File: src/rtl/ft64_ins_aligner.sv
// ft64_ins_aligner: buffers raw I-cache fetch bytes and presents up to LANES
// length-decoded FT64 instructions per cycle, each with its PC.
// Optional build macro FT64_ALIGN_DCI_EN: decode the compressed format
// (byte0[5:0] == CMPRSSD_OP) as a 2-byte instruction.
module ft64_ins_aligner #(
    parameter int         FETCH_BYTES = 16,
    parameter int         BUF_BYTES   = 32,
    parameter int         LANES       = 2,
    parameter int         PCW         = 32,
    parameter logic [5:0] CMPRSSD_OP  = 6'h2D
) (
    input  logic                     clk,
    input  logic                     rst_n,
    input  logic                     pred_on,
    input  logic                     flush,
    input  logic [PCW-1:0]           flush_pc,
    input  logic                     fetch_valid,
    input  logic [FETCH_BYTES*8-1:0] fetch_data,
    output logic                     fetch_ready,
    output logic [LANES-1:0]         ins_valid,
    output logic [LANES*56-1:0]      ins,
    output logic [LANES*3-1:0]       ins_len,
    output logic [LANES*PCW-1:0]     ins_pc,
    input  logic                     dec_ready
);
    localparam int CW = $clog2(BUF_BYTES + 1);

    logic [BUF_BYTES*8-1:0] buf_q, buf_d;
    logic [CW-1:0]          count_q, count_d;
    logic [PCW-1:0]         head_pc_q, head_pc_d;
    int                     take;
    logic                   accept;

    // Instruction length from its first byte; the predicate byte adds one.
    function automatic logic [2:0] len_f(input logic [7:0] b, input logic p);
        logic [2:0] l;
        logic       dci;
`ifdef FT64_ALIGN_DCI_EN
        dci = (b[5:0] == CMPRSSD_OP);
`else
        // Compressed format compiled out: the opcode compare is masked off.
        dci = 1'b0 & (b[5:0] == CMPRSSD_OP);
`endif
        if (dci) begin
            l = 3'd2;
        end else begin
            case (b[7:6])
                2'b00:   l = 3'd4;
                2'b01:   l = 3'd6;
                default: l = 3'd2;
            endcase
        end
        return l | {2'b00, p};
    endfunction

    // Byte read from the buffer; indices past the end read as zero.
    function automatic logic [7:0] byte_at(input logic [BUF_BYTES*8-1:0] b, input int idx);
        logic [7:0] r;
        r = 8'h00;
        if (idx >= 0 && idx < BUF_BYTES) r = b[idx*8 +: 8];
        return r;
    endfunction

    // Space for a whole beat, judged on the registered count; never during flush or reset.
    always_comb begin
        fetch_ready = rst_n & ~flush & ((int'(count_q) + FETCH_BYTES) <= BUF_BYTES);
        accept      = fetch_valid & fetch_ready;
    end

    // Walk the buffer from the head, sizing and validating each lane in turn.
    always_comb begin
        int         off;
        logic [2:0] len;
        logic       prev_ok;
        logic       ok;
        ins_valid = '0;
        ins       = '0;
        ins_len   = '0;
        ins_pc    = '0;
        take      = 0;
        off       = 0;
        prev_ok   = 1'b1;
        for (int k = 0; k < LANES; k++) begin
            len = len_f(byte_at(buf_q, off), pred_on);
            ok  = prev_ok && ((off + int'(len)) <= int'(count_q));
            if (ok) begin
                ins_valid[k]          = 1'b1;
                ins_len[k*3 +: 3]     = len;
                ins_pc[k*PCW +: PCW]  = head_pc_q + PCW'(off);
                for (int j = 0; j < 7; j++) begin
                    if (j < int'(len)) ins[k*56 + j*8 +: 8] = byte_at(buf_q, off + j);
                end
                if (dec_ready) take = take + int'(len);
            end
            prev_ok = ok;
            off     = off + int'(len);
        end
    end

    // Shift out consumed bytes, append an accepted beat behind the survivors, or restart on flush.
    always_comb begin
        int base;
        base      = int'(count_q) - take;
        buf_d     = '0;
        for (int i = 0; i < BUF_BYTES; i++) begin
            if (i < base) begin
                buf_d[i*8 +: 8] = byte_at(buf_q, i + take);
            end else if (accept && ((i - base) < FETCH_BYTES)) begin
                buf_d[i*8 +: 8] = fetch_data[(i - base)*8 +: 8];
            end
        end
        count_d   = CW'(base + (accept ? FETCH_BYTES : 0));
        head_pc_d = head_pc_q + PCW'(take);
        if (flush) begin
            buf_d     = '0;
            count_d   = '0;
            head_pc_d = flush_pc;
        end
    end

    // State register; reset clears the byte buffer along with count and PC.
    always_ff @(posedge clk) begin
        if (!rst_n) begin
            buf_q     <= '0;
            count_q   <= '0;
            head_pc_q <= '0;
        end else begin
            buf_q     <= buf_d;
            count_q   <= count_d;
            head_pc_q <= head_pc_d;
        end
    end
endmodule

File: config.mk
export PLATFORM = sky130hd
export DESIGN_NAME = ft64_ins_aligner
export DESIGN_NICKNAME = d
export VERILOG_FILES = /design/src/rtl/ft64_ins_aligner.sv
export SDC_FILE = /design/constraint.sdc
export NUM_CORES = 2
export LEC_CHECK = 0
export ABC_CLOCK_PERIOD_IN_PS = 16280
export BUFFER_PORTS_ARGS = -buffer_cell sky130_fd_sc_hd__buf_2
export CORE_ASPECT_RATIO = 0.6
export CORE_MARGIN = 5
export CORE_UTILIZATION = 50
export CTS_BUF_LIST = sky130_fd_sc_hd__clkbuf_4
export DETAILED_ROUTE_END_ITERATION = 10
export PLACE_DENSITY = 0.68
export REMOVE_ABC_BUFFERS = 1
export SLEW_MARGIN = 20
export SYNTH_ARGS = -nofsm -noshare
export SYNTH_HDL_FRONTEND = slang
export SYNTH_SLANG_ARGS = --single-unit
File: constraint.sdc
create_clock -name clk -period 16.28 [get_ports clk]
set_input_delay 4.07 -clock clk [delete_from_list [all_inputs] [get_ports clk]]
set_output_delay 4.07 -clock clk [all_outputs]
set_load 0.01 [all_outputs]
==> results.json <==
{
  "status": "finished clean",
  "min_period_ps": 13690,
  "required_ps": 12210,
  "cp_max_fo": 69,
  "clock_skew_ps": 67.49,
  "synth-xor-area-share_pct": 1.848,
  "max_stage_delay_ps": 790,
  "cts_tree": "yes",
  "clock_path_buffers": 3,
  "dr_total_vias": 44180,
  "finalHoldViolCount": 0,
  "syn_inst": 4757,
  "ys_top_cells_by_area": "mux2i_1 23%, mux4_2 16%, dfxtp_1 15%",
  "ys_warn_count": 0,
  "drtPass1Iterations": 6,
  "drive_above_1_share_pct": 22.52,
  "core-area_mm2": 0.07769,
  "fin_crit_sh_pct": 84.07,
  "use_met2_pct": 64.42,
  "rsz0062_at_grt": "no",
  "crit_arrival_ps": 9620,
  "worstSetupStartpointType": "primary input",
  "io_buffer_count": 350,
  "cts_resized": 0,
  "hold_class": "flip-flop to flip-flop",
  "async_reset_ff_share_pct": 0,
  "final_core_util_pct": 55.65,
  "wire_per_inst_um": 34.96,
  "grt_pass1_wl_um": 290300,
  "crit_path_end_kind": "output port",
  "gp_congestion": 1.093,
  "yosys.area_share.simple_pct": 19.65,
  "report.final.slew_viol_count": 0,
  "max-cap-violations": 0,
  "setup_viol": 0,
  "gr-total-overflow": 0,
  "area_growth_pct": 10.08,
  "grt_use_total_pct": 47.82,
  "ant_nets": 0,
  "syn_area_mm2": 0.03928,
  "clockRootBuffer": "clkbuf_4",
  "rows": 79,
  "synth_seq_cells": 294,
  "final_cells": 6055,
  "vias_per_cell": 7.296,
  "cts_made_buffers": 84,
  "synth_top_area_cell": "mux2i_1",
  "synthMuxAreaShare_pct": 41.06,
  "die_y_um": 227.1,
  "initial_core_util_pct": 50.55,
  "drt_iter0_markers": 7250,
  "grt_antenna_before_repair": 18,
  "critPathTopFamily": "simple AND/OR/NAND/NOR gates",
  "synth_compound_area_share_pct": 16.08,
  "synth-edff-count": 0,
  "hold_buffers": 0,
  "clkSinkCount": 294,
  "synth_fa_ha_area_share_pct": 1.733,
  "tightest_slew_ps": 1320,
  "synth_flop_cell": "dfxtp_1",
  "grt_pass1_vias": 39870,
  "ios": 351,
  "maxSlewHeadroom_pct": 11.66,
  "die_area_mm2": 0.08444,
  "seq_area_frac_synth_pct": 14.99,
  "synthDistinctLibCells": 104,
  "worst-path-buf-inv": 5,
  "drc": 0,
  "met3_usage_pct": 20.27,
  "synth_top_family_by_area": "multiplexers",
  "synth_top_area_share_pct": 22.71,
  "use_met1_pct": 63.58,
  "critical_path_class": "primary input to output port",
  "drt-total-wl_um": 211700,
  "placed_cells": 5893,
  "crit_slowest_cell": "nor2_2",
  "fmax_mhz": 73.06,
  "post_cts_buffers": 0,
  "synth_area_per_cell_um2": 8.256,
  "worstPathCellList": "buf_6 -> mux4_2 -> a21oi_1 -> buf_4 -> nand2_1 -> ha_1 -> a21o_1 -> a21o_1 -> ha_1 -> nand4b_1 -> nand4_4 -> nand2_2 -> inv_1 -> nand2_1 -> clkinv_1 -> nor2_2 -> a211oi_1 -> buf_2",
  "cts_max_level": 3,
  "hpwlAfterDp_um": 160700,
  "final_net_count": 5147,
  "top_usage_layer": "met2",
  "grt_max_degree": 138,
  "die_w_um": 371.8,
  "clock_latency_ps": 1080,
  "clkTransAtPathRegs_ps": 60
}
==> layer usage <==
layer  vias to the layer above  routed length, µm
met3                       756              33810
met5                         -                138
met4                         8              15030
met1                     21430              80110
met2                      3813              82600
li1                      18170                  -
==> cell families after synthesis <==
group / count (synthesis)
and+or+nand+nor: 1728
adders and majority gates: 52
muxes: 1254
xor gates and xnor gates: 78
AOI/OAI and AO/OA: 903
buffers and inverters: 448
DFF: 294
==> cells in the mapped netlist (8+ instances only) <==
library cell / count
mux2i_1: 891
nor2_1: 658
nand2_1: 576
dfxtp_1: 294
mux4_2: 277
clkbuf_1: 240
o21ai_0: 165
a21oi_1: 158
and2_1: 114
buf_2: 89
mux2_2: 86
nand3_1: 85
o22ai_1: 85
o2bb2ai_1: 74
a211oi_1: 69
nor3_1: 61
buf_1: 60
ha_1: 48
xnor2_1: 47
inv_1: 42
a31oi_1: 35
o21ai_1: 35
and3_1: 33
nor3b_1: 33
or2_2: 32
a32o_1: 29
o211ai_1: 27
or3_1: 27
xor2_1: 27
o32ai_1: 24
nor2b_1: 23
nand4_1: 22
a21o_1: 21
a211o_1: 18
a22oi_1: 18
o2111ai_1: 16
a32oi_1: 13
nand2b_1: 13
a41oi_1: 10
nor4_1: 10
o311a_1: 10
or3b_2: 8
==> cells in the final DEF (no fill, tap or decap), drive strengths merged, types with 49 or more instances in the layout <==
cell | netlist | layout
nor2 | 660 | 660
mux2i | 891 | 891
o2bb2ai | 74 | 74
buf | 156 | 481
o21ai | 204 | 204
mux2 | 86 | 86
nand3 | 86 | 86
xnor2 | 49 | 49
and2 | 116 | 116
o22ai | 85 | 85
nand2 | 577 | 577
clkbuf | 240 | 118
nor3 | 64 | 64
a21oi | 159 | 159
mux4 | 277 | 277
a211oi | 72 | 72
dfxtp | 294 | 294
==> path summary, 6_finish.rpt <==
kind | startpoint | end | slack [ps] | cells past startpoint
worst max-delay path | pred_on | ins[79] | 2590 | 18
worst min-delay path | head_pc_q[29] | head_pc_q[29] | 750 | 3
worst max register to register | buf_q[7] | buf_q[247] | 6140 | 28
worst min register to register | head_pc_q[29] | head_pc_q[29] | 750 | 3
==> flip-flops by register name, indices dropped and copies added, names as in the netlist <==
signal / count
buf_q: 256
count_q: 6
head_pc_q: 32
==> final cells by class <==
| type | count | area [µm²] |
|---|---|---|
| inverters | 52 | 207.7 |
| diodes | 20 | 50.05 |
| flip-flops and latches | 294 | 5893 |
| fillers | 7294 | 34460 |
| repair buffers | 482 | 2788 |
| well taps | 1053 | 1318 |
| clock buffers | 117 | 878.3 |
| clock inverters | 22 | 116.4 |
| multi-input cells | 4015 | 31980 |
==> worst register-to-register path: cells and delay by family (launching register included) <==
family,cells,cell delay (ps)
AO/OA/AOI/OAI,9,3680
adder cells (fa/ha/maj),5,1970
buffers and inverters,6,1840
AND/OR/NAND/NOR,7,1670
flip-flops,1,720
XOR/XNOR,1,180
==> through the flow <==
step	hold slack (ps)	worst slack (ps)	cell area (µm²)	setup TNS [ps]
final	751.7	2593	43230	0
after global routing	783.3	2421	43200	0
after CTS	742.1	2566	43110	0
after detailed placement	723.9	2575	42110	0
after global placement	707.1	2644	42100	0
after floorplan	622.6	-9591	37640	-1711390
Power is left out: the tool's default activity adds up to more than one toggle a clock period on the data nets, which glitch-free logic cannot reach.
